File: config.mk
export PLATFORM = sky130hd
export DESIGN_NAME = demux8_dist
export DESIGN_NICKNAME = d
export VERILOG_FILES = /design/src/rtl/demux8_dist.sv
export SDC_FILE = /design/constraint.sdc
export NUM_CORES = 1
export LEC_CHECK = 0
export BUFFER_PORTS_ARGS = -buffer_cell sky130_fd_sc_hd__buf_2
export CAP_MARGIN = 20
export CORE_AREA = 2 2 240 242
export CTS_CLUSTER_DIAMETER = 120
export DETAILED_ROUTE_END_ITERATION = 8
export DIE_AREA = 0 0 242 244
export HOLD_SLACK_MARGIN = 0.05
export SLEW_MARGIN = 0
export SYNTH_ARGS = -nofsm -noshare
export SYNTH_HDL_FRONTEND = slang
export SYNTH_SLANG_ARGS = --single-unit
File: constraint.sdc
create_clock -name clk -period 24.5 [get_ports clk]
set_input_delay 4.9 -clock clk [delete_from_list [all_inputs] [get_ports clk]]
set_output_delay 4.9 -clock clk [all_outputs]
set_load 0.005 [all_outputs]
File: src/rtl/demux8_dist.sv
// demux8_dist: one DATA_W-bit valid/ready stream scattered to eight one-entry lane registers.
// The lane comes from an explicit select (clamped to 7) or from an internal round-robin pointer.
module demux8_dist #(
    parameter int DATA_W = 64
) (
    input  logic                clk,
    input  logic                rst,
    input  logic                in_valid,
    output logic                in_ready,
    input  logic [DATA_W-1:0]   in_data,
    input  logic [3:0]          in_sel,
    input  logic                mode,
    input  logic                rr_clear,
    output logic [7:0]          out_valid,
    input  logic [7:0]          out_ready,
    output logic [8*DATA_W-1:0] out_data,
    output logic [2:0]          rr_ptr,
    output logic [15:0]         word_cnt
);
    localparam int LANES = 8;

    logic [LANES-1:0]  valid_q, valid_d;
    logic [DATA_W-1:0] data_q [LANES];
    logic [2:0]        rr_q, rr_d;
    logic [15:0]       cnt_q, cnt_d;
    logic [2:0]        tgt;
    logic              accept;

    // Selects 8..15 all map to lane 7.
    assign tgt      = mode ? rr_q : (in_sel[3] ? 3'd7 : in_sel[2:0]);
    assign in_ready = !rst && (!valid_q[tgt] || out_ready[tgt]);
    assign accept   = in_valid && in_ready;

    always_comb begin
        // NOTE: every signal gets a default before any condition, so no latch is inferred.
        valid_d = valid_q & ~out_ready;
        rr_d    = rr_q;
        cnt_d   = cnt_q;
        if (accept) begin
            valid_d[tgt] = 1'b1;
            cnt_d        = cnt_q + 16'd1;
            if (mode) begin
                rr_d = rr_q + 3'd1;
            end
        end
        if (rr_clear) begin
            rr_d = '0;
        end
    end

    always_ff @(posedge clk or posedge rst) begin
        if (rst) begin
            valid_q <= '0;
            rr_q    <= '0;
            cnt_q   <= '0;
            // NOTE: lane data is reset too, since out_data must read zero after reset.
            for (int k = 0; k < LANES; k++) begin
                data_q[k] <= '0;
            end
        end else begin
            // NOTE: non-blocking assignments so all registers update from pre-edge values.
            valid_q <= valid_d;
            rr_q    <= rr_d;
            cnt_q   <= cnt_d;
            if (accept) begin
                data_q[tgt] <= in_data;
            end
        end
    end

    for (genvar k = 0; k < LANES; k++) begin : g_lane
        assign out_data[DATA_W*k +: DATA_W] = data_q[k];
    end

    assign out_valid = valid_q;
    assign rr_ptr    = rr_q;
    assign word_cnt  = cnt_q;
endmodule

==> results.txt <==
* Initial DRC Count: around 650
- Top cells by area in the synthesized netlist: sky130_fd_sc_hd__dfrtp_1 (62%), sky130_fd_sc_hd__mux2_4 (20%), sky130_fd_sc_hd__mux2_2 (11%)
- Worst setup path endpoint: in_ready
- CP startpoint kind: input pin
* LEAKAGE: 0.0141 uW
- Sinks on the clock net: ~540
- Cell count along the critical path: 8
- Counting both buffers and inverters, the worst setup path holds a total of 2.
- The finished cells cover about 27000 um^2.
* Start-to-end type of the worst setup path: in -> out
- Clock latency on the worst-skew pair: 0.59 ns
* Mux contribution to synthesized area: around a third
* R2r worst-path depth: 9
- The max-slew violation total from the final report was 0.
- After detailed routing, the average wire length per cell comes to 23.0 um.
- The floorplan has a little under 90 rows.
- The synthesized netlist devotes around 1.8% of its cell area to simple gates.
- Maximum number of pins on one net before global-route repair: between 100 and 150
- Arrival @ worst endpoint: approximately 7.5 ns
* Synth-to-layout area growth: 25.9%
- Root buf cell: sky130_fd_sc_hd__clkbuf_16
- X dimension of the die: ~240 um
- Setup violations remaining at the end of the flow were counted as 0.
- Post-cts sizing count: 0
- Summed over all layers, the routed wires come to around 62 mm.
- Counting flops and latches in the post-synthesis netlist gives around 540.
- Summed over all layers, the global routing overflow is 0.
- Worst-case vdd ir drop: ~50 uV
- After synthesis, the share of flip-flops with an asynchronous set or reset is 100%.
- Endpoints failing hold: 0
* Floorplan die area: between 50000 and 60000 um^2
* Mean Syn Cell Area: approximately 17 um^2
- Setup slack of the worst register-to-register path: around 20 ns
* Complex-gate fraction of the synthesized area: less than 1%
- Seq/Total Area, Yosys: a little over 60%
- DP Wirelength: between 40 and 50 mm
- Counting along the longest clock path gives a buffer depth of 3.
* Slew of the pin with the lowest slew margin: between 1 and 1.5 ns
* Final TNS setup: 0 ns
* Chain of cells forming the critical path: buf_2 -> nor4b_1 -> a31oi_1 -> a21oi_1 -> or4_4 -> nor2_1 -> nor2_1 -> buf_2
- Power comes to 2640 uW.
- RSZ-0062 raised after global routing: false
* Net Count, Synth: approximately 1.3k
- The tightest min-delay check is of the reg -> reg type.
* Count of input and output buffers: 620
* Count of hold buffers inserted by post-cts repair: 0
- Count of antenna-violating nets left after detailed routing: 0
- Endpoint of the worst-slack reg-to-reg timing path: out_data[190]$_DFFE_PP0P_
* Post-CTS setup buffer count: 0
- Number of buffers inserted during clock tree synthesis: between 50 and 60
- Xor/xnor share of the synthesized area: 0.605%
* Crit Path Max Fanout: 17
- Placement-stage cell area: between 20000 and 30000 um^2
- Cells with a size suffix above 1 make up 65.5% of the layout.
- On the worst path, the slowest cell contributes a delay of slightly below 0.8 ns.
- TritonCTS built the clock tree.
- At the end of the flow, the number of nets in the layout was around 2.0k.
- Of the post-synthesis cell area, the dominant cell type holds roughly 62%.
* Cell with the largest stage delay on the worst path: sky130_fd_sc_hd__nor2_1
- For this run, the detailed router's first-pass iteration total came to 4.
- Summed instance area of the synthesized netlist: around 22000 um^2
- CP startpoint: mode
- The most common cell in the synthesized netlist is sky130_fd_sc_hd__dfrtp_1.
* Number of enable-type register cells in the synthesized netlist: 0
* Via count of the first global-routing pass: 14.0k
- Dividing total power by cell area gives a power density of about 96 nW/um^2.
- Measured against its own limit, the worst slew margin works out to about a third.
* Adder-cell share of the synthesized area: less than 1%
- Fin crit share: between 50% and 60%
- Dominant combinational cell family by area after synthesis: multiplexers
- Summing over every cut layer, the via total after detailed routing is roughly 13k.
- Pin placement for this block handled between 600 and 700 I/O pins.
- Synth Warn #: 0
- Counting every instance in the synthesized netlist gives around 1.2k.
* Core footprint: around 56000 um^2
* Largest clock skew in the final design: around 0.013 ns
- Largest area contributor in the netlist: sky130_fd_sc_hd__dfrtp_1
- Starting utilization of the core area: 38.7%
- Max-cap check violation count: 0
* Outcome: finished, final reports clean
- DRC: 0
- Wire length of the first global-routing pass: 93.0 mm
* Aggregate global-route resource usage: a little over 20%
* Top delay family on crit path: simple AND/OR/NAND/NOR gates
- Final critical-path required period: about 12 ns
- Static timing analysis puts the maximum clock frequency at approximately 81 MHz.
- The startpoint identified for the worst register-to-register timing path is rr_ptr[1]$_DFFE_PP0P_.
- CTS built an H-tree with a depth of 2.
- Unique cell type count in the Yosys netlist: 35
- At the end of routability-driven placement, the weighted congestion stood at just under 0.9.
- Among all flip-flop cells after synthesis, the most frequent one is sky130_fd_sc_hd__dfrtp_1.
* Clock Pin Slew Worst Setup and Hold Paths: approximately 0.060 ns
- Critical Path RT: around 20 ns
* Routed via count divided by cell count: 4.90
* Top cells by count, synth: sky130_fd_sc_hd__dfrtp_1 (539), sky130_fd_sc_hd__mux2_4 (294), sky130_fd_sc_hd__mux2_2 (220)
- Number of antenna violations at the first check in global routing: 2
* Kind of end point of the critical path: output port
- Floorplan die height: about 240 um
layout make-up:
class,count,area [um^2]
Inverter,12,52.6
Antenna cell,1,2.50
Fill cell,4925,28800
Timing Repair Buffer,644,3320
Tap cell,756,946
Sequential cell,539,13500
Clock inverter,26,300
Clock buffer,70,1560
Multi-Input combinational cell,635,7690
how the worst min path moves through the flow:
stage / startpoint / depth (start not counted) / to / slack, ns
finish: word_cnt[15]$_DFFE_PP0P_ / 1 / word_cnt[15]$_DFFE_PP0P_ / 0.49
global route: word_cnt[15]$_DFFE_PP0P_ / 1 / word_cnt[15]$_DFFE_PP0P_ / 0.50
CTS: word_cnt[10]$_DFFE_PP0P_ / 1 / word_cnt[10]$_DFFE_PP0P_ / 0.49
detailed placement: word_cnt[15]$_DFFE_PP0P_ / 1 / word_cnt[15]$_DFFE_PP0P_ / 0.47
global placement: word_cnt[15]$_DFFE_PP0P_ / 1 / word_cnt[15]$_DFFE_PP0P_ / 0.46
floorplan: word_cnt[15]$_DFFE_PP0P_ / 1 / word_cnt[15]$_DFFE_PP0P_ / 0.46
power by group:
group          internal (uW)  total (uW)  switching [uW]
Combinational            337         578             241
Sequential              1080        1200             112
Clock                    510         863             353
cells in the final DEF (no fill, tap or decap), drive strengths merged, types with 6 or more instances in the layout:
cell	Yosys	routed
a21o	8	8
a21oi	11	11
buf	61	644
bufinv	0	6
clkbuf	2	70
clkinv	0	14
dfrtp	539	539
inv	12	13
mux2	514	514
nand2	10	10
nand3	10	10
nor2	12	12
nor3	16	16
o21ai	11	11
xor2	14	14
registers in the layout, indices dropped and copies added, names as in the netlist:
signal and flops:
word_cnt 16, out_data 512, out_valid 8, rr_ptr 3
routing by layer:
metal  share of wire (%)  up-vias  GRT usage, %  wire, um
li1                    -     5686             -         -
met1                  41     6865          26.2     25300
met2                  47      489          33.2     29300
met3                 8.3      115          6.57      5120
met4                 3.4        0          6.95      2110
met5                   0        -             0         0
through the flow:
step           hold WS, ns  instances  setup slack [ns]  util [%]
2_1_floorplan        0.465       1249              4.53         -
3_3_place_gp         0.460       2584             12.23      45.3
3_5_place_dp         0.474       2584             12.10      45.3
4_1_cts              0.490       2680             12.10      48.6
5_1_grt              0.503       2683             11.89      48.7
6_report             0.486       2683             12.11      48.7
logic make-up after synthesis:
| kind of cell | count (synthesis) |
|---|---|
| AOI/OAI and AO/OA | 35 |
| adders and majority gates | 2 |
| DFF | 539 |
| xor gates and xnor gates | 15 |
| buffers and inverters | 75 |
| and+or+nand+nor | 69 |
| muxes | 514 |
No activity file was read; power rests on OpenSTA's default activity.
